[src/rtl/regfile_sb_if.sv]
// Bus bundle for regfile_sb: two read ports with busy flags, two write ports,
// the issue (destination-pending) port and the ready flag.
interface regfile_sb_if #(
  parameter int XLEN = 64,
  parameter int NREG = 32
);
  localparam int AW = $clog2(NREG);

  logic [AW-1:0]   rs1_raddr;
  logic [AW-1:0]   rs2_raddr;
  logic [XLEN-1:0] rs1_rdata;
  logic [XLEN-1:0] rs2_rdata;
  logic            rs1_busy;
  logic            rs2_busy;

  logic            wa_en;
  logic [AW-1:0]   wa_addr;
  logic [XLEN-1:0] wa_data;
  logic            wb_en;
  logic [AW-1:0]   wb_addr;
  logic [XLEN-1:0] wb_data;

  logic            issue_en;
  logic [AW-1:0]   issue_rd;
  logic            ready;

  modport master (
    output rs1_raddr, rs2_raddr,
    output wa_en, wa_addr, wa_data, wb_en, wb_addr, wb_data,
    output issue_en, issue_rd,
    input  rs1_rdata, rs2_rdata, rs1_busy, rs2_busy, ready
  );

  modport slave (
    input  rs1_raddr, rs2_raddr,
    input  wa_en, wa_addr, wa_data, wb_en, wb_addr, wb_data,
    input  issue_en, issue_rd,
    output rs1_rdata, rs2_rdata, rs1_busy, rs2_busy, ready
  );
endinterface

[src/rtl/regfile_sb.sv]
// Register file with scoreboard busy bits and a post-reset clearing sweep.
// Define REGFILE_BYPASS_EN to forward same-cycle write data/busy-clear to the read ports.
module regfile_sb #(
  parameter int XLEN = 64,
  parameter int NREG = 32
) (
  input  logic        clk,
  input  logic        rst,
  regfile_sb_if.slave bus
);
  localparam int AW = $clog2(NREG);

  typedef enum logic {INIT, RUN} state_e;

  state_e          state;
  logic [AW-1:0]   sweep_cnt;
  logic            ready_q;
  logic            run;
  logic [XLEN-1:0] regs [NREG];
  logic [NREG-1:0] busy;

  logic [AW-1:0]   raddr [2];
  logic [XLEN-1:0] rdata [2];
  logic            rbusy [2];

  assign run = (state == RUN);

  // NOTE: sequential state uses non-blocking assignments so every flop samples pre-edge values.
  always_ff @(posedge clk) begin
    if (!rst) begin
      state     <= INIT;
      sweep_cnt <= '0;
      ready_q   <= 1'b0;
    end else begin
      case (state)
        INIT: begin
          sweep_cnt <= sweep_cnt + 1'b1;
          if (sweep_cnt == AW'(NREG - 1)) begin
            state   <= RUN;
            ready_q <= 1'b1;
          end
        end
        RUN: begin
          state   <= RUN;
          ready_q <= 1'b1;
        end
      endcase
    end
  end

  // NOTE: the array has no reset term; the INIT sweep is what defines its contents.
  always_ff @(posedge clk) begin
    if (rst) begin
      if (!run) begin
        regs[sweep_cnt] <= '0;
      end else begin
        if (bus.wa_en && bus.wa_addr != '0) regs[bus.wa_addr] <= bus.wa_data;
        // Port B is assigned last so it wins a same-address collision.
        if (bus.wb_en && bus.wb_addr != '0) regs[bus.wb_addr] <= bus.wb_data;
      end
    end
  end

  // Writes clear pending bits before issue sets them, so a same-cycle issue keeps the bit set.
  always_ff @(posedge clk) begin
    if (!rst) begin
      busy <= '0;
    end else if (run) begin
      if (bus.wa_en) busy[bus.wa_addr] <= 1'b0;
      if (bus.wb_en) busy[bus.wb_addr] <= 1'b0;
      if (bus.issue_en && bus.issue_rd != '0) busy[bus.issue_rd] <= 1'b1;
    end
  end

  assign raddr[0] = bus.rs1_raddr;
  assign raddr[1] = bus.rs2_raddr;

  // NOTE: every output of this block gets a default first, so no latch is inferred.
  always_comb begin
    for (int p = 0; p < 2; p++) begin
      rdata[p] = regs[raddr[p]];
      rbusy[p] = busy[raddr[p]];
`ifdef REGFILE_BYPASS_EN
      if (bus.wb_en && bus.wb_addr == raddr[p]) begin
        rdata[p] = bus.wb_data;
        rbusy[p] = 1'b0;
      end else if (bus.wa_en && bus.wa_addr == raddr[p]) begin
        rdata[p] = bus.wa_data;
        rbusy[p] = 1'b0;
      end
`endif
      if (!run || raddr[p] == '0) begin
        rdata[p] = '0;
        rbusy[p] = 1'b0;
      end
    end
  end

  assign bus.rs1_rdata = rdata[0];
  assign bus.rs2_rdata = rdata[1];
  assign bus.rs1_busy  = rbusy[0];
  assign bus.rs2_busy  = rbusy[1];
  assign bus.ready     = ready_q;

endmodule

[src/flat_wrapper.sv]
// flat-port wrapper written by rule: the top's interface ports become plain ports
module regfile_sb_flat 
#(
  parameter int XLEN = 64,
  parameter int NREG = 32
)
  (clk, rst, bus_rs1_raddr, bus_rs2_raddr, bus_wa_en, bus_wa_addr, bus_wa_data, bus_wb_en, bus_wb_addr, bus_wb_data, bus_issue_en, bus_issue_rd, bus_rs1_rdata, bus_rs2_rdata, bus_rs1_busy, bus_rs2_busy, bus_ready);
  regfile_sb_if #(.XLEN(XLEN), .NREG(NREG)) bus_i ();
  input  logic clk;
  input  logic rst;
  input wire logic [$bits(bus_i.rs1_raddr)-1:0] bus_rs1_raddr;
  input wire logic [$bits(bus_i.rs2_raddr)-1:0] bus_rs2_raddr;
  input wire logic [$bits(bus_i.wa_en)-1:0] bus_wa_en;
  input wire logic [$bits(bus_i.wa_addr)-1:0] bus_wa_addr;
  input wire logic [$bits(bus_i.wa_data)-1:0] bus_wa_data;
  input wire logic [$bits(bus_i.wb_en)-1:0] bus_wb_en;
  input wire logic [$bits(bus_i.wb_addr)-1:0] bus_wb_addr;
  input wire logic [$bits(bus_i.wb_data)-1:0] bus_wb_data;
  input wire logic [$bits(bus_i.issue_en)-1:0] bus_issue_en;
  input wire logic [$bits(bus_i.issue_rd)-1:0] bus_issue_rd;
  output wire logic [$bits(bus_i.rs1_rdata)-1:0] bus_rs1_rdata;
  output wire logic [$bits(bus_i.rs2_rdata)-1:0] bus_rs2_rdata;
  output wire logic [$bits(bus_i.rs1_busy)-1:0] bus_rs1_busy;
  output wire logic [$bits(bus_i.rs2_busy)-1:0] bus_rs2_busy;
  output wire logic [$bits(bus_i.ready)-1:0] bus_ready;
  assign bus_i.rs1_raddr = bus_rs1_raddr;
  assign bus_i.rs2_raddr = bus_rs2_raddr;
  assign bus_i.wa_en = bus_wa_en;
  assign bus_i.wa_addr = bus_wa_addr;
  assign bus_i.wa_data = bus_wa_data;
  assign bus_i.wb_en = bus_wb_en;
  assign bus_i.wb_addr = bus_wb_addr;
  assign bus_i.wb_data = bus_wb_data;
  assign bus_i.issue_en = bus_issue_en;
  assign bus_i.issue_rd = bus_issue_rd;
  assign bus_rs1_rdata = bus_i.rs1_rdata;
  assign bus_rs2_rdata = bus_i.rs2_rdata;
  assign bus_rs1_busy = bus_i.rs1_busy;
  assign bus_rs2_busy = bus_i.rs2_busy;
  assign bus_ready = bus_i.ready;
  regfile_sb #(.XLEN(XLEN), .NREG(NREG)) u_core (.clk(clk), .rst(rst), .bus(bus_i));
endmodule
[config.mk]
export PLATFORM = sky130hd
export DESIGN_NAME = regfile_sb_flat
export DESIGN_NICKNAME = d
export VERILOG_FILES = /design/src/rtl/regfile_sb_if.sv /design/src/rtl/regfile_sb.sv /design/src/flat_wrapper.sv
export SDC_FILE = /design/constraint.sdc
export NUM_CORES = 2
export LEC_CHECK = 0
export ABC_CLOCK_PERIOD_IN_PS = 6600
export CORE_MARGIN = 5
export CORE_UTILIZATION = 45
export CTS_BUF_LIST = sky130_fd_sc_hd__clkbuf_4
export CTS_CLUSTER_DIAMETER = 200
export DETAILED_ROUTE_END_ITERATION = 6
export REMOVE_ABC_BUFFERS = 1
export SYNTH_ARGS = -nofsm -noshare
export SYNTH_HDL_FRONTEND = slang
export SYNTH_SLANG_ARGS = --single-unit
export TNS_END_PERCENT = 5
[constraint.sdc]
create_clock -name clk -period 6.6 [get_ports clk]
set_input_delay 1.98 -clock clk [delete_from_list [all_inputs] [get_ports clk]]
set_output_delay 1.98 -clock clk [all_outputs]
set_load 0.01 [all_outputs]
Word level (Yosys, flattened, before mapping):

Memory sizes are Yosys's and may differ from the RTL's.
Cells that the tools add are included.

* add/sub/neg operators: 1
* $mul: 0
* divide/modulo/power cells: 0
* order comparisons: 8
* equality and inequality tests: 2
* shift-type cells: 0
* multiplexer cells: 39
* bitwise operators: 6
* reduce and logical (&&, ||, !) cells: 15

Operators by type and width (count)
* 32-bit 2-to-1 mux: 7
* 64-bit 2-to-1 mux: 3
* 32-bit AND: 2
* 32-bit NOT: 2
* 64-bit OR reduction: 1
* 32-bit bitwise OR: 1
* 5-bit by 6-bit less-than comparator with 1-bit output, second input constant: 5
* 1-bit 2-to-1 mux: 21
* 1-bit demux with 5-bit select: 3
* 5-bit by 1-bit >= comparator with 1-bit output, second input constant: 3
* 5-bit nonzero test: 3
* 1-bit binary-select mux with 5-bit select: 2
* 5-bit zero test: 2
* 1-bit logical AND: 6
* 5-bit by 1-bit adder with 5-bit output, second input constant: 1
* 5-bit == test, second input constant: 1
* 5-bit 2-to-1 mux: 1
* 1-bit one-hot mux with 2 select lines: 2
* 1-bit logical OR: 2
* 2-bit by 1-bit inequality test with 1-bit output, second input constant: 1
* 1-bit zero test: 1
* 1-bit NOT: 1

* flip-flop bits (word level): 39
* bits in latches: 0
* memory bits (writable): 2048
* ROM bits: 0
* bits of input ports: 158
* word-level logic and storage cells: 76
* memories kept: 1

Memories
* u_core.regs: words 32, width 64, read ports 2, clocked after Yosys merged registers in 0, write ports 2, line regfile_sb.sv:19 `logic [XLEN-1:0] regs [NREG];`

Longest topological paths before layout:

* depth in word-level cells: 15
* gate-level depth with buffers: 10
* depth with buffers taken out: 5

Worst setup path before layout:

OpenSTA, ideal clock, no wires.

* path kind: in2reg
* start: input port bus_wa_addr[3]
* end: memory u_core.regs[5][0], enable pin
* setup time: 499 ps
* arrival time: 6202 ps
* data required time: 6101 ps
* setup slack: -101 ps
* stages: 6
* cell sequence: clkbuf_1 nor3_1 a21oi_2 buf_2 mux2_2 o21bai_1

RTL lines
* from (decl): line flat_wrapper.sv:14 `input wire logic [$bits(bus_i.wa_addr)-1:0] bus_wa_addr;`
* to (decl): line regfile_sb.sv:19

Final worst setup path:

* start: input port bus_rs1_raddr[3]
* end: output port bus_rs1_rdata[24]

* word-level cells in the longest chain between the ends: 3

Ends and longest elaborated chain
* from (decl): line flat_wrapper.sv:11 `input wire logic [$bits(bus_i.rs1_raddr)-1:0] bus_rs1_raddr;`
* branches (longest 2 deep; another with memory read 32 x 64 bit)
* 64-bit 2-to-1 mux *: line regfile_sb.sv:92 `if (!run || raddr[p] == '0) begin`
* to (decl): line flat_wrapper.sv:21 `output wire logic [$bits(bus_i.rs1_rdata)-1:0] bus_rs1_rdata;`

Mark *: on every way between the ends.

==> summary.md <==
| Metric | Value |
|---|---|
| Total negative slack | -90.6 ps |
| Worst hold path cell count | 2 |
| Starting utilization of the core area | 0.453 |
| Total CTS buffers | 585 |
| Number of global-route vias before repair | 91.7k |
| Startpoint of the lowest-slack register-to-register path | u_core.run$_SDFF_PN0_ |
| Count of flip-flops with a built-in enable after synthesis | 2048 |
| Number of top-level design ports | 289 |
| Cell internal pwr | 21.5 mW |
| Initial antenna violation count | 27 |
| Final hold violation count | 0 |
| Top achievable clock speed | 150 MHz |
| Last weighted congestion value of the routability-driven placer | 0.867 |
| Leakage power | 43.3 nW |
| Pre-CTS worst setup slack | -148 ps |
| Worst setup EP type | output port |
| Startpoint types | input port |
| Worst Reg2Reg Path Length in Cells | 7 |
| Skew-Pair Late Insertion Delay | 1430 ps |
| DP Wirelength | 260 mm |
| Wire length of the first global-routing pass | 668 mm |
| Area used by multi-input combinational logic | 50300 um2 |
| CP Launch Point | bus_rs1_raddr[3] |
| Die height | 521 um |
| Standard-cell rows | 187 |
| Number of remaining DRC errors | 4 |
| Number of flip-flops and latches in the synthesized netlist | 2087 |
| Crit path required time | 4620 ps |
| Period utilization | 1.01 |
| Count of final max-slew check failures | 36 |
| Yosys warning total | 0 |
| Number of nets at the end of the flow | 10.5k |
| Horizontal die dimension | 521 um |
| Instance area after placement | 126000 um2 |
| Average wire length per cell after detail routing | 33.9 um |
| P&R area growth vs syn | 13.9% |
| Clk slew on worst S/H paths | 70 ps |
| Detailed-routing iteration count for the pre-antenna-repair pass | 7 |
| Top flip-flop cell by instance count after synthesis | sky130_fd_sc_hd__edfxtp_1 |
| Vias after detailed routing | 95.4k |
| Transition time of the tightest slew-check pin | 1570 ps |
| Number of DRC markers after the initial detailed-route iteration | 15.7k |
| Remaining global-route overflow | 0 |
| Power density over cell area | 213 nW/um2 |
| Global routing usage summed across all routing layers | 0.341 |
| Post-route non-filler standard cell count | 14.1k |
| Dpl cells | 13.1k |
| Cell types with the largest area share after synthesis | sky130_fd_sc_hd__edfxtp_1 52%, sky130_fd_sc_hd__mux4_2 15%, sky130_fd_sc_hd__o21ai_0 8.1% |
| Aggregate routed wire length | 479 mm |
| Total of endpoints with negative setup slack in the final report | 3 |
| Final worst setup slack | -47.1 ps |
| Highest ir drop seen on vdd | 0.179 mV |
| Largest fanout on the critical path | 22 |
| Final Instance Area | 134000 um2 |
| Most common library cells after synthesis | 2247 x sky130_fd_sc_hd__nand2_1, 2048 x sky130_fd_sc_hd__edfxtp_1, 1903 x sky130_fd_sc_hd__o21ai_0, 776 x sky130_fd_sc_hd__mux4_2, 730 x sky130_fd_sc_hd__clkbuf_1 |
| Switching share of total power | 0.247 |
| Die ar. | 271000 um2 |
| Reg area | 62300 um2 |
| Cell type with the largest total area after synthesis | sky130_fd_sc_hd__edfxtp_1 |
| Register share of total power | 0.506 |
| Root buffer cell | sky130_fd_sc_hd__clkbuf_4 |
| WS Path Type | in -> out |
| Pin count of the biggest net entering global routing | 129 |
| Combinational fraction of design power | 0.066 |
| Hold Crit Endpoint | u_core.busy[0]$_SDFFE_PN0P_ |
| Worst setup slack for register-to-register paths | 1770 ps |
| Worst hold path class | reg -> reg |
| Share of flip-flops with an asynchronous set or reset after synthesis | 0 |
| Shortest period the worst path allows | 6650 ps |
| Total core area | 260000 um2 |
| Net switching component of the power | 7.05 mW |
| Antenna-violating nets left | 0 |
| Arrival time of data at the critical path endpoint | 4670 ps |
| Most numerous cell in the Yosys netlist | sky130_fd_sc_hd__nand2_1 |
| Number of buffers inserted by port buffering | 288 |
| Status | complete, but fails checks |
| Max-Cap Viols | 0 |
| Fin Clk Skew | 149 ps |
| Worst Min Path Start | u_core.busy[0]$_SDFFE_PN0P_ |
| Largest buffer count on any clock path | 4 |
| Post-synthesis cell area | 118000 um2 |
| Relative slew slack | -0.0473 |
| RR Endpoint | u_core.regs[31][50]$_DFFE_PP_ |
| Number of instances in the synthesized netlist | 10.2k |
| Vias/cell | 6.76 |
| Layout cells sized above 1 | 0.216 |
| # clock sinks | 2087 |
| Clock tree from TritonCTS | done |
| Htree depth | 6 |
| Sequential share of the synthesized area | 0.530 |
| Failing checks | DRC, slew limit, setup timing |
| Average instance area after synthesis | 11.5 um2 |
| Count of distinct cell types in the synthesized netlist | 55 |
| Number of inserted filler cells in the final layout | 22.4k |
| Fraction of post-synthesis cell area in the top cell type by area | 0.523 |
| Clock Power Share | 0.428 |
-- power by group through the flow --
stage	Sequential, mW	Combinational, mW	Clock (mW)
detailed placement	14.7	1.84	0
floorplan	14.7	0.632	0
finish	14.5	1.90	12.2
CTS	14.5	1.84	12.3
global placement	14.7	1.83	0
global route	14.4	1.94	13.1
-- cells by family (layout without fill, tap and decap cells) --
family                   Yosys count  after routing  share of synthesized area
flip-flops                      2087           2087                      0.530
buffers and inverters           1327           1854                     0.0484
AO/OA/AOI/OAI                   2777           2777                      0.133
AND/OR/NAND/NOR                 2671           2671                     0.0936
adder cells (fa/ha/maj)            2              2                   0.000213
multiplexers                    1310           1310                      0.194
XOR/XNOR                           2              2                   0.000149
other                              0             18                          0
-- how the worst max path moves through the flow --
stage	end	cells after the start	slack, ps
after floorplan	u_core.regs[29][0]$_DFFE_PP_	3	-3720
after global placement	bus_rs1_rdata[14]	8	-130
after detailed placement	bus_rs1_rdata[14]	8	-150
after CTS	bus_rs1_rdata[14]	9	-30
after global routing	bus_rs1_rdata[24]	9	-7
final	bus_rs1_rdata[24]	9	-50
-- per-layer routing --
metal,vias to the layer above,track usage,wire [um]
met2,7972,0.507,209000
met5,-,0,115
li1,39073,-,-
met1,46832,0.457,172000
met3,1516,0.104,71600
met4,18,0.167,26800
-- per-stage QoR --
stage          total power, mW  hold slack (ps)   util
2_1_floorplan             15.4              419      -
3_3_place_gp              16.6              442  0.486
3_5_place_dp              16.6              450  0.486
4_1_cts                   28.6              458  0.515
5_1_grt                   29.4              479  0.516
6_report                  28.6              471  0.516
-- sequential cells by signal, indices dropped and copies added (netlist names) --
signal / count
u_core.sweep_cnt: 5
u_core.run: 1
u_core.busy: 32
u_core.bus.ready: 1
u_core.regs: 2048
-- worst max-delay path: stages --
cell                              delay [ps]
sky130_fd_sc_hd__clkdlybuf4s50_1         520
sky130_fd_sc_hd__buf_12                  160
sky130_fd_sc_hd__nor2b_4                 240
sky130_fd_sc_hd__buf_12                  290
sky130_fd_sc_hd__a22oi_1                 150
sky130_fd_sc_hd__a31oi_1                 340
sky130_fd_sc_hd__nand4_1                 250
sky130_fd_sc_hd__buf_4                   220
sky130_fd_sc_hd__clkdlybuf4s50_1         470
-- final cells by class --
type	count	area share
Sequential cell	2087	0.465
Antenna cell	18	0.000336
Tap cell	3402	0.0318
Clock inverter	129	0.00657
Inverter	67	0.00188
Clock buffer	854	0.0479
Timing Repair Buffer	804	0.0707
Multi-Input combinational cell	6762	0.376
-- placed cells by master (no fill, tap or decap), types with 6 or more instances in the layout --
cell type	count
sky130_fd_sc_hd__nor3_4	24
sky130_fd_sc_hd__nor2_4	6
sky130_fd_sc_hd__a22o_1	134
sky130_fd_sc_hd__o21ai_0	1903
sky130_fd_sc_hd__mux2i_1	524
sky130_fd_sc_hd__clkinvlp_4	10
sky130_fd_sc_hd__dfxtp_1	39
sky130_fd_sc_hd__o21ai_1	87
sky130_fd_sc_hd__a21boi_0	31
sky130_fd_sc_hd__or3b_2	7
sky130_fd_sc_hd__nand3b_1	17
sky130_fd_sc_hd__nor2_1	44
sky130_fd_sc_hd__o22ai_1	32
sky130_fd_sc_hd__a31oi_2	8
sky130_fd_sc_hd__a31oi_1	120
sky130_fd_sc_hd__clkbuf_4	854
sky130_fd_sc_hd__o21bai_4	31
sky130_fd_sc_hd__clkinv_1	83
sky130_fd_sc_hd__a21oi_1	66
sky130_fd_sc_hd__diode_2	18
sky130_fd_sc_hd__inv_2	11
sky130_fd_sc_hd__clkinv_2	6
sky130_fd_sc_hd__nand3_1	142
sky130_fd_sc_hd__edfxtp_1	2048
sky130_fd_sc_hd__o21a_1	32
sky130_fd_sc_hd__mux4_2	776
sky130_fd_sc_hd__buf_12	205
sky130_fd_sc_hd__nand4_1	127
sky130_fd_sc_hd__nor2b_1	8
sky130_fd_sc_hd__inv_1	67
sky130_fd_sc_hd__nand2_1	2247
sky130_fd_sc_hd__buf_4	305
sky130_fd_sc_hd__bufinv_16	12
sky130_fd_sc_hd__clkdlybuf4s50_1	275
sky130_fd_sc_hd__mux2_2	10
sky130_fd_sc_hd__a22oi_1	319
-- what timing repair did --
item | in CTS | in global routing
gates cloned | 0 | 5
pin swaps | 3 | 5
resized for setup | 8 | 14
hold buffers | 0 | 0
endpoints found under the setup margin | 12 | 29
setup buffers | 0 | 5
No activity file was read; power rests on OpenSTA's default activity.
